## src/rtl/clb_cluster.sv

```systemverilog
`default_nettype none
// ============================================================================
// Module   : clb_cluster
// Brief    : Multi-LUT configurable logic block. Each LUT has routed inputs and
//            an optional output register. Configuration arrives as a serial
//            bitstream, is staged in shadow registers and committed atomically.
// Revision : 1.0 - initial release
// ============================================================================
module clb_cluster #(
    parameter int NUM_LUTS              = 2,
    parameter int LUT_WIDTH             = 4,
    parameter int NUM_NEIGHBOUR_SIGNALS = 8,
    parameter int NUM_IO_SIGNALS        = 4,
    parameter int SIGNAL_INDEX_W        = 8
) (
    input  logic                             clk,
    input  logic                             rst,
    input  logic                             cfg,
    input  logic                             cfg_tvalid,
    input  logic                             cfg_tdata,
    input  logic                             cfg_tlast,
    output logic                             cfg_tready,
    output logic                             cfg_done,
    output logic                             cfg_error,
    output logic                             configured,
    input  logic                             run,
    input  logic [NUM_NEIGHBOUR_SIGNALS-1:0] run_in_neighbours,
    input  logic [NUM_IO_SIGNALS-1:0]        run_in_io,
    output logic [NUM_LUTS-1:0]              run_out
);

    localparam int c_IN_BITS    = 2 + SIGNAL_INDEX_W;
    localparam int c_TABLE_BITS = 1 << LUT_WIDTH;
    localparam int c_FRAME_BITS = LUT_WIDTH * c_IN_BITS + c_TABLE_BITS + 1;
    localparam int c_TOTAL_BITS = NUM_LUTS * c_FRAME_BITS;
    localparam int c_CNT_W      = $clog2(c_TOTAL_BITS);
    localparam logic [c_CNT_W-1:0] c_LAST = c_CNT_W'(c_TOTAL_BITS - 1);

    localparam logic [1:0] c_ST_IDLE   = 2'd0;
    localparam logic [1:0] c_ST_CONFIG = 2'd1;
    localparam logic [1:0] c_ST_ERROR  = 2'd2;

    logic [1:0]              r_state;
    logic [1:0]              w_state_next;
    logic [c_CNT_W-1:0]      r_cnt;
    logic [c_TOTAL_BITS-1:0] r_shadow;
    logic [c_TOTAL_BITS-1:0] w_shadow_next;
    logic [c_TOTAL_BITS-1:0] r_live;
    logic                    r_done;
    logic                    r_configured;
    logic [NUM_LUTS-1:0]     r_ff_q;
    logic [NUM_LUTS-1:0]     w_lut_comb;
    logic [NUM_LUTS-1:0]     w_ff_en;
    logic                    w_beat;
    logic                    w_start;
    logic                    w_commit;

    assign cfg_tready = (r_state == c_ST_CONFIG);
    assign cfg_error  = (r_state == c_ST_ERROR);
    assign cfg_done   = r_done;
    assign configured = r_configured;

    assign w_beat   = (r_state == c_ST_CONFIG) && cfg_tvalid;
    assign w_start  = cfg && ((r_state == c_ST_IDLE) || (r_state == c_ST_ERROR));
    assign w_commit = w_beat && (r_cnt == c_LAST) && cfg_tlast;

    always_ff @(posedge clk) begin
        if (rst) r_state <= c_ST_IDLE;
        else     r_state <= w_state_next;
    end

    always_comb begin
        w_state_next = r_state;
        case (r_state)
            c_ST_IDLE:   if (cfg) w_state_next = c_ST_CONFIG;
            c_ST_CONFIG: begin
                if (w_beat) begin
                    if (r_cnt == c_LAST) w_state_next = cfg_tlast ? c_ST_IDLE : c_ST_ERROR;
                    else if (cfg_tlast)  w_state_next = c_ST_ERROR;
                end
            end
            c_ST_ERROR:  if (cfg) w_state_next = c_ST_CONFIG;
            default:     w_state_next = c_ST_IDLE;
        endcase
    end

    // The final beat must be part of the committed image, so commit from the
    // updated shadow rather than the registered one.
    always_comb begin
        w_shadow_next = r_shadow;
        if (w_beat) w_shadow_next[r_cnt] = cfg_tdata;
    end

    always_ff @(posedge clk) begin
        if (rst) begin
            r_cnt        <= '0;
            r_shadow     <= '0;
            r_live       <= '0;
            r_done       <= 1'b0;
            r_configured <= 1'b0;
        end else begin
            r_done <= w_commit;
            if (w_start)     r_cnt <= '0;
            else if (w_beat) r_cnt <= r_cnt + 1'b1;
            if (w_beat)      r_shadow <= w_shadow_next;
            if (w_commit) begin
                r_live       <= w_shadow_next;
                r_configured <= 1'b1;
            end
        end
    end

    always_comb begin
        logic [LUT_WIDTH-1:0]      w_vec;
        logic [1:0]                w_type;
        logic [SIGNAL_INDEX_W-1:0] w_idx;
        logic [c_TABLE_BITS-1:0]   w_table;
        logic                      w_sel;
        int                        v_base;
        int                        v_off;
        w_lut_comb = '0;
        w_ff_en    = '0;
        for (int i = 0; i < NUM_LUTS; i++) begin
            v_base = i * c_FRAME_BITS;
            w_vec  = '0;
            for (int j = 0; j < LUT_WIDTH; j++) begin
                v_off  = v_base + j * c_IN_BITS;
                w_type = r_live[v_off +: 2];
                w_idx  = r_live[v_off + 2 +: SIGNAL_INDEX_W];
                w_sel  = 1'b0;
                // Out-of-range indices match no source and leave w_sel at 0.
                case (w_type)
                    2'd0: for (int k = 0; k < NUM_NEIGHBOUR_SIGNALS; k++)
                              if (w_idx == SIGNAL_INDEX_W'(k)) w_sel = run_in_neighbours[k];
                    2'd1: for (int k = 0; k < NUM_IO_SIGNALS; k++)
                              if (w_idx == SIGNAL_INDEX_W'(k)) w_sel = run_in_io[k];
                    2'd2: for (int k = 0; k < NUM_LUTS; k++)
                              if (w_idx == SIGNAL_INDEX_W'(k)) w_sel = r_ff_q[k];
                    default: w_sel = w_idx[0];
                endcase
                w_vec[j] = w_sel;
            end
            w_table       = r_live[v_base + LUT_WIDTH * c_IN_BITS +: c_TABLE_BITS];
            w_lut_comb[i] = w_table[w_vec];
            w_ff_en[i]    = r_live[v_base + LUT_WIDTH * c_IN_BITS + c_TABLE_BITS];
        end
    end

    // Feedback always taps the register, so comb-mode LUTs cannot form loops.
    always_ff @(posedge clk) begin
        if (rst)                                r_ff_q <= '0;
        else if (run && (r_state == c_ST_IDLE)) r_ff_q <= w_lut_comb;
    end

    assign run_out = (w_ff_en & r_ff_q) | (~w_ff_en & w_lut_comb);

endmodule
`default_nettype wire

```

## config.mk

```make
export PLATFORM = sky130hd
export DESIGN_NAME = clb_cluster
export DESIGN_NICKNAME = d
export VERILOG_FILES = /design/src/rtl/clb_cluster.sv
export SDC_FILE = /design/constraint.sdc
export NUM_CORES = 1
export LEC_CHECK = 0
export ABC_AREA = 1
export BUFFER_PORTS_ARGS = -buffer_cell sky130_fd_sc_hd__buf_2
export CORE_UTILIZATION = 60
export DETAILED_ROUTE_END_ITERATION = 10
export PLACE_DENSITY = 0.82
export SKIP_CTS_REPAIR_TIMING = 1
export SLEW_MARGIN = 20
export SYNTH_ARGS = -nofsm -noshare
export SYNTH_HDL_FRONTEND = slang
export SYNTH_SLANG_ARGS = --single-unit
```

## constraint.sdc

```tcl
create_clock -name clk -period 3.82 [get_ports clk]
set_clock_uncertainty 0.15 [all_clocks]
set_input_delay 1.146 -clock clk [delete_from_list [all_inputs] [get_ports clk]]
set_output_delay 1.146 -clock clk [all_outputs]
set_load 0.02 [all_outputs]
```

==> metrics.txt, run 1 <==
Die X=140 um; WL met3=2660 um; Max FO, Critical Path=8; Row Count=49; Sequential cell area=4840 um2; final setup margin=-0.273 ns; slew at the pin closest to its max-slew limit=0.722 ns; CP Capture Type=output pin; Ports=25; count leader, synth=nor2_1; dominant cell type by area after synthesis=dfxtp_1; Hold WC Path Type=reg2reg; CP max stage delay=0.26 ns; CTS tree=built; starting density of the core=62.1%; grt ovf=0; clk sinks=241; largest net degree at the start of global routing=81; Slew Limit Headroom=51.9%; multi-input logic area=6030 um2; crit path buf inv count=2; Clock transition at path regs=0.07 ns; Synth top area share=42.5%; final hold vios=0; fin crit share=107%; Port Buffer Count=24; synthesis-to-finish area growth=16.1%; max layer used=met4; FFs w/ async S/R, synth=0%; most frequent CP cell=nand2_2; Die Area=19500 um2; max-slew violation count=0; fin crit period=4.09 ns; Critical Setup Path Class=in2out; CP top delay family=simple AND/OR/NAND/NOR gates; P_leak=5.68 nW; ANT nets after route=0; Vias=10554; vias in the first global route=9615; max_cap viols=0; violated checks=setup timing; GPL Wtd Cong=0.942; routed len/inst=16.9 um; worst-skew pair later-pin latency=0.52 ns; Total Routing Usage GR=29.7%; fill count=1366; Routed WL=30500 um; hold_ws=0.312 ns; slowest CP cell=a21oi_4; Final Net Count=1575; # diodes=0; top_reg_cell synth=dfxtp_1; dpl hpwl=19200 um; met2 WL post-DR=13600 um; Synth Register Bits=241; power density cells=406 nW/um2; pre-CTS WS=-0.198 ns; final core utilization=72.1%; post-synthesis cell type count=50; initial antenna violation count=0; arrival time worst endpoint=2.80 ns; Via density=5.86; Metal-1 WL=12900 um; outcome=complete, but fails checks; Synth Instances=1528; Worst setup SP type=primary input; Avg Cell Area, Syn=7.43 um2; drt pass-1 iters=6; post-synthesis net count=1549; Synth top cells by count=nor2_1, nand2_1, dfxtp_1, o21ai_0, a21oi_1; Post-synth EDFFs=0; DR iter-0 viols=1054; first-pass GRT wire length=47200 um; area of the core=18300 um2; FMAX=0.244 GHz; crit-path cells=buf_2, a21oi_1, nand2_2, a21oi_4, nand2_8, nand2_8, nand2_2, nand2_2, nand2_1, nand3_1, nand3b_1, nand2_2, nand2_2, nand2_2, buf_6; Clock Tree Root=clkbuf_16; Syn. warnings=0; unrepaired setup endpoints after global routing=yes; Clock Tree Buf Depth=3; clock buffer count from CTS=24; final setup vio count=2; sequential-to-total area share from yosys stat=42.5%; Die Y=140 um; Worst EP required=2.52 ns; peak supply drop=313 uV; top cells by area, synth=dfxtp_1, mux2i_1, nor2_1, nand2_1, o21ai_0; Cell Area, Synth=11400 um2; DRC=0; H-Tree Depth=1; share of cells above drive strength 1=16.9%
==> power by group <==
part	internal (mW)	switching, mW
clock network	1.58	0.992
registers	2.52	0.0105
logic	0.0824	0.169
total	4.18	1.17
==> cells by family after synthesis <==
| group | count (synthesis) | synth area share [%] |
|---|---|---|
| muxes | 114 | 10.0 |
| AOI/OAI and AO/OA | 304 | 14.5 |
| adders and majority gates | 2 | 0.220 |
| and+or+nand+nor | 659 | 25.3 |
| buffers and inverters | 208 | 7.44 |
| DFF | 241 | 42.5 |
==> metrics by stage <==
stage / TNS (ns) / area (um2) / power [mW] / cells
after floorplan: 0 / 11400 / 2.71 / 1528
after global placement: -0.299 / 11800 / 2.80 / 1747
after detailed placement: -0.384 / 11800 / 2.80 / 1747
after CTS: -0.484 / 12700 / 5.34 / 1791
after global routing: -0.796 / 13200 / 5.50 / 1801
final: -0.528 / 13200 / 5.35 / 1801
==> layout by cell type, fill, tap and decap left out, types with 3 or more instances in the layout <==
| master | n |
|---|---|
| inv_1 | 103 |
| buf_4 | 47 |
| nand2_4 | 13 |
| nand3_1 | 71 |
| nand4_1 | 14 |
| nand3b_1 | 7 |
| a21oi_4 | 4 |
| o211ai_1 | 9 |
| buf_12 | 8 |
| nor2_1 | 231 |
| dfxtp_2 | 13 |
| nand3_2 | 14 |
| inv_2 | 24 |
| nor3_4 | 3 |
| clkbuf_1 | 3 |
| clkinv_2 | 5 |
| o21ai_0 | 131 |
| clkbuf_16 | 25 |
| nor3_2 | 8 |
| a21oi_1 | 129 |
| nor2_2 | 17 |
| bufinv_16 | 4 |
| nand2_2 | 27 |
| nand2_8 | 3 |
| nor3_1 | 8 |
| o2111ai_1 | 4 |
| dfxtp_1 | 228 |
| a31oi_1 | 5 |
| nand2_1 | 225 |
| buf_6 | 5 |
| mux2i_1 | 114 |
| clkbuf_8 | 6 |
| o21ai_1 | 7 |
| buf_2 | 15 |
| nor2_4 | 13 |
==> registers in the layout, summed over array words and instances, names as in the netlist <==
name / cells
r_ff_q: 2
r_shadow: 114
r_cnt: 7
r_state: 2
configured: 1
cfg_done: 1
r_live: 114
==> layout make-up <==
type / count / area share, %
Clock inverter: 10 / 1.17
Timing Repair Buffer: 77 / 5.00
Clock buffer: 34 / 5.46
Multi-Input combinational cell: 1081 / 45.8
Tap cell: 229 / 2.17
Sequential cell: 241 / 36.7
Inverter: 129 / 3.69
==> routing by layer <==
metal / global-route usage, % / vias to the layer above
met1: 40.0 / 4952
met2: 47.3 / 435
met4: 12.5 / 0
met3: 4.96 / 95
li1: - / 5072
met5: 0 / -
==> worst paths after layout <==
check          endpoint  slack (ns)  depth (start not counted)          from
max          run_out[1]       -0.27                         15  run_in_io[3]
min reg2reg  configured        0.31                          1    configured
min          configured        0.31                          1    configured
max reg2reg  r_live[42]        1.29                         11      r_cnt[4]
Note: power is estimated with default switching activity, not from simulation.
==> run 2, diff against run 1 <==
--- a/config.mk
+++ b/config.mk
@@ -10,6 +10,7 @@
 export CORE_UTILIZATION = 60
 export DETAILED_ROUTE_END_ITERATION = 10
 export PLACE_DENSITY = 0.82
+export REMOVE_ABC_BUFFERS = 1
 export SKIP_CTS_REPAIR_TIMING = 1
 export SLEW_MARGIN = 20
 export SYNTH_ARGS = -nofsm -noshare
==> metrics.txt, run 2 (same netlist as run 1, synthesis figures left out) <==
synthesis-to-finish area growth=15.4% (was 16.1%); Clock Tree Root=clkbuf_16 (unchanged); fin crit share=107% (about the same); # diodes=0 (unchanged); Via density=5.82 (was 5.86); clock buffer count from CTS=25 (was 24); dpl cell area=11800 um2 (about the same); drt pass-1 iters=6 (unchanged); hold_ws=0.310 ns (was 0.312 ns); slowest CP cell=dfxtp_2 (was a21oi_4); most frequent CP cell=nand2_1 (was nand2_2); clk sinks=241 (unchanged); FMAX=0.246 GHz (was 0.244 GHz); Die Area=19500 um2 (unchanged); final hold vios=0 (unchanged); P_leak=5.66 nW (was 5.68 nW); Vias=10510 (was 10554); Final Instance Area=13100 um2 (was 13200 um2); grt ovf=0 (unchanged); GPL Wtd Cong=0.998 (was 0.942); outcome=complete, but fails checks (unchanged); fin crit period=4.07 ns (was 4.09 ns); area of the core=18300 um2 (unchanged); Worst EP required=2.52 ns (about the same); max-slew violation count=0 (unchanged); Port Buffer Count=24 (unchanged); ANT nets after route=0 (unchanged); Ports=25 (unchanged); FF-to-FF Start=r_cnt[4] (unchanged); H-Tree Depth=1 (unchanged); CTS tree=built (unchanged); DRC=0 (unchanged); Clock Tree Buf Depth=3 (unchanged); Total Routing Usage GR=30.3% (was 29.7%); Crit. Startpoint=r_live[7] (was run_in_io[3]); final setup vio count=2 (unchanged); Row Count=49 (unchanged); Die X=140 um (unchanged); hold_sp=configured (unchanged); biggest regs=r_live (114), r_shadow (114), r_cnt (7) (unchanged); routed len/inst=16.9 um (about the same); vias in the first global route=9674 (was 9615); dpl hpwl=19400 um (was 19200 um); max_cap viols=0 (unchanged); crit-path cells=nor2_4, nand2_4, buf_4, inv_1, nand3_1, nand2_1, inv_2, nand2_1, nand2_1, nand3_2, nand2_4, nand2_8, nand2_8, nand2_2, nand3_1, nand3_1, nand3_2, nand2_2, nand2_1, nand2_1, buf_6 (was buf_2, a21oi_1, nand2_2, a21oi_4, nand2_8, nand2_8, nand2_2, nand2_2, nand2_1, nand3_1, nand3b_1, nand2_2, nand2_2, nand2_2, buf_6); worst-skew pair later-pin latency=0.53 ns (was 0.52 ns); Final Net Count=1579 (was 1575); Critical Setup Path Class=reg2out (was in2out); final setup margin=-0.252 ns (was -0.273 ns); unrepaired setup endpoints after global routing=yes (unchanged); peak supply drop=383 uV (was 313 uV); slew at the pin closest to its max-slew limit=0.686 ns (was 0.722 ns); Routed WL=30400 um (was 30500 um); most frequent cells in the layout=dfxtp_1, nor2_1, nand2_1 (was nor2_1, dfxtp_1, nand2_1); initial antenna violation count=0 (unchanged); arrival time worst endpoint=2.78 ns (was 2.80 ns); largest net degree at the start of global routing=119 (was 81); DR iter-0 viols=983 (was 1054); Hold WC Path Type=reg2reg (unchanged); Die Y=140 um (unchanged); first-pass GRT wire length=47900 um (was 47200 um); Slew Limit Headroom=54.2% (was 51.9%); CP max stage delay=0.34 ns (was 0.26 ns); Max FO, Critical Path=8 (unchanged); Worst setup SP type=register (was primary input); share of cells above drive strength 1=17.3% (was 16.9%); power density cells=394 nW/um2 (was 406 nW/um2); CP Capture Type=output pin (unchanged); violated checks=setup timing (unchanged); commonest non-fill, non-tap cell in the layout=dfxtp_1 (was nor2_1); Clock transition at path regs=0.06 ns (was 0.07 ns); starting density of the core=62.1% (unchanged)
## run 2: worst paths after layout
kind	cells past startpoint	endpoint	slack [ns]
worst max-delay path	21	run_out[0]	-0.25
worst min-delay path	1	configured	0.31
worst min register to register	1	configured	0.31
worst max register to register	11	r_live[24]	1.23
## run 2: metal layers
layer  wire length, um  vias to the layer above  global-route usage (%)
li1                  -                     5083                       -
met1             12800                     4932                    39.9
met2             14300                      403                    50.4
met3              2180                       92                    4.30
met4              1080                        0                    11.5
met5                 0                        -                       0
## run 2: final cells by class
| cell class | count | area [um2] |
|---|---|---|
| Clock buffer | 33 | 716 |
| Clock inverter | 12 | 91.3 |
| Fill cell | 1429 | 5160 |
| Inverter | 129 | 489 |
| Multi-Input combinational cell | 1080 | 6050 |
| Sequential cell | 241 | 4840 |
| Tap cell | 229 | 287 |
| Timing Repair Buffer | 81 | 642 |
## run 2: critical path, delay by kind of cell (launching register included)
family / cells / cell delay [ns]
simple gates: 17 / 1.50
buf+inv: 4 / 0.39
flops: 1 / 0.34
## run 2: through the flow
step	TNS [ns]	std cells	setup slack (ns)	total power, mW	util, %
finish	-0.477	1805	-0.252	5.16	71.7
global route	-0.859	1805	-0.438	5.32	71.7
CTS	-0.490	1793	-0.246	5.16	69.1
detailed placement	-0.452	1748	-0.240	2.81	64.6
global placement	-0.411	1748	-0.215	2.80	64.6
floorplan	-508.90	1449	-4.43	2.67	-
## run 2: power by group
group / switching [mW] / leakage (nW) / internal, mW
registers: 0.0108 / 1.95 / 2.52
logic: 0.169 / 3.31 / 0.0837
clock network: 1.00 / 0.407 / 1.38
total: 1.18 / 5.66 / 3.98
==> run 3, diff against run 2 <==
--- a/config.mk
+++ b/config.mk
@@ -7,9 +7,9 @@
 export LEC_CHECK = 0
 export ABC_AREA = 1
 export BUFFER_PORTS_ARGS = -buffer_cell sky130_fd_sc_hd__buf_2
-export CORE_UTILIZATION = 60
+export CORE_UTILIZATION = 57
 export DETAILED_ROUTE_END_ITERATION = 10
-export PLACE_DENSITY = 0.82
+export PLACE_DENSITY = 0.81
 export REMOVE_ABC_BUFFERS = 1
 export SKIP_CTS_REPAIR_TIMING = 1
 export SLEW_MARGIN = 20
==> constraint.sdc (replaced) <==
create_clock -name clk -period 3.6 [get_ports clk]
set_clock_uncertainty 0.15 [all_clocks]
set_input_delay 1.08 -clock clk [delete_from_list [all_inputs] [get_ports clk]]
set_output_delay 1.08 -clock clk [all_outputs]
set_load 0.02 [all_outputs]
==> metrics.txt, run 3 (same netlist as run 1, synthesis figures left out) <==
most frequent cells in the layout=nor2_1, nand2_1, dfxtp_1 (was dfxtp_1, nor2_1, nand2_1); H-Tree Depth=1 (unchanged); final setup vio count=2 (unchanged); fin crit period=3.99 ns; final hold vios=0 (unchanged); starting density of the core=58.2% (was 62.1%); peak supply drop=286 uV (was 383 uV); max_cap viols=0 (unchanged); FF-to-FF Start=r_cnt[4] (unchanged); slew at the pin closest to its max-slew limit=0.736 ns (was 0.686 ns); biggest regs=r_live (114), r_shadow (114), r_cnt (7) (unchanged); DRC=0 (unchanged); Port Buffer Count=24 (unchanged); initial antenna violation count=0 (unchanged); worst-skew pair later-pin latency=0.52 ns (was 0.53 ns); fill count=1552 (was 1429); CTS tree=built (unchanged); drt pass-1 iters=7 (was 6); Worst EP required=2.37 ns (was 2.52 ns); clk sinks=241 (unchanged); Critical Setup Path Class=reg2out (unchanged); Clock transition at path regs=0.06 ns (about the same); CP max stage delay=0.34 ns (about the same); Via density=5.77 (was 5.82); dpl hpwl=19900 um (was 19400 um); fin crit share=111%; CP Capture Type=output pin (unchanged); Final Net Count=1586 (was 1579); first-pass GRT wire length=48000 um (was 47900 um); Die Area=20500 um2 (was 19500 um2); Row Count=51 (was 49); DR iter-0 viols=884 (was 983); Hold WC Path Type=reg2reg (unchanged); Total Routing Usage GR=29.6% (was 30.3%); unrepaired setup endpoints after global routing=yes (unchanged); Die Y=143 um (was 140 um); Ports=25 (unchanged); ANT nets after route=0 (unchanged); R2R setup slack=0.89 ns (was 1.23 ns); multi-input logic area=6150 um2 (was 6050 um2); Design Power=5.77 mW (was 5.16 mW); outcome=complete, but fails checks (unchanged); slowest CP cell=dfxtp_2 (unchanged); Min-Delay Path Depth=1 (unchanged); # diodes=0 (unchanged); Clock Tree Root=clkbuf_16 (unchanged); WHS Endpoint=configured (unchanged); Routed WL=31900 um (was 30400 um); GPL Wtd Cong=1.01 (was 0.998); pre-CTS WS=-0.350 ns (was -0.240 ns); final setup margin=-0.390 ns (was -0.252 ns); max-slew violation count=0 (unchanged); area of the core=19500 um2 (was 18300 um2); violated checks=setup timing (unchanged); grt ovf=0 (unchanged); Clock Tree Buf Depth=3 (unchanged); power density cells=429 nW/um2 (was 394 nW/um2); share of cells above drive strength 1=19.0% (was 17.3%); clock buffer count from CTS=25 (unchanged); routed len/inst=17.3 um (was 16.9 um); largest net degree at the start of global routing=116 (was 119); Die X=143 um (was 140 um); Sequential cell area=4850 um2 (was 4840 um2); Worst setup SP type=register (unchanged); FF-to-FF path depth=11 (unchanged); FMAX=0.251 GHz; Slew Limit Headroom=50.8% (was 54.2%); Vias=10671 (was 10510); synthesis-to-finish area growth=18.5% (was 15.4%); hold_sp=configured (unchanged); reg-to-reg endpoint=r_live[51] (was r_live[24]); crit-path cells=nor2_4, nand2_4, nor3_4, nand2_1, nand2_1, inv_1, nand2_1, nand2_1, nand3_2, nand2_4, buf_12, nand2_8, nand3_1, nand2_1, nand2_1, nand3_1, nand3b_1, nand2_1, nand2_1, nand2_2, buf_6 (was nor2_4, nand2_4, buf_4, inv_1, nand3_1, nand2_1, inv_2, nand2_1, nand2_1, nand3_2, nand2_4, nand2_8, nand2_8, nand2_2, nand3_1, nand3_1, nand3_2, nand2_2, nand2_1, nand2_1, buf_6); vias in the first global route=9616 (was 9674); most frequent CP cell=nand2_1 (unchanged); commonest non-fill, non-tap cell in the layout=nor2_1 (was dfxtp_1); Max FO, Critical Path=5 (was 8); arrival time worst endpoint=2.76 ns (was 2.78 ns); P_leak=5.79 nW (was 5.66 nW)
run 3: worst max path at each step:
stage | end | slack, ns | from | cells after the start
after floorplan | r_live[0] | -4.58 | cfg_tvalid | 6
after global placement | run_out[1] | -0.30 | run_in_neighbours[2] | 19
after detailed placement | run_out[1] | -0.35 | run_in_neighbours[2] | 19
after CTS | run_out[1] | -0.43 | r_live[95] | 14
after global routing | run_out[1] | -0.54 | r_live[64] | 21
final | run_out[1] | -0.39 | r_live[64] | 21
run 3: metal layers:
metal / wire length, um / GRT usage, % / vias up
met1: 13400 / 38.3 / 4995
met3: 2190 / 4.02 / 115
met4: 1460 / 14.7 / 0
li1: - / - / 5105
met2: 14900 / 48.2 / 456
met5: 0 / 0 / -
run 3: where the power goes:
group / switching, mW / internal (mW)
Combinational: 0.184 / 0.0912
Sequential: 0.0113 / 2.67
Clock: 1.08 / 1.74
run 3: area by class of cell:
cell class	count	area share (%)
flip-flops and latches	241	36.0
well taps	265	2.46
repair buffers	87	5.46
multi-input cells	1081	45.7
clock inverters	13	1.51
inverters	129	3.62
clock buffers	32	5.22
run 3: worst max-delay path, delay by kind of cell, from the launching register on:
kind	cells	cell delay [ns]
buf+inv	3	0.29
flops	1	0.34
simple gates	18	1.61
run 3: through the flow:
stage	setup TNS, ns	instance area, um2	utilization, %	instances	hold slack (ns)
2_1_floorplan	-526.61	11000	-	1449	0.306
3_3_place_gp	-0.530	11900	61.1	1787	0.295
3_5_place_dp	-0.622	11900	61.1	1787	0.311
4_1_cts	-0.847	12800	65.7	1832	0.327
5_1_grt	-0.937	13500	68.9	1848	0.351
6_report	-0.694	13500	68.9	1848	0.322
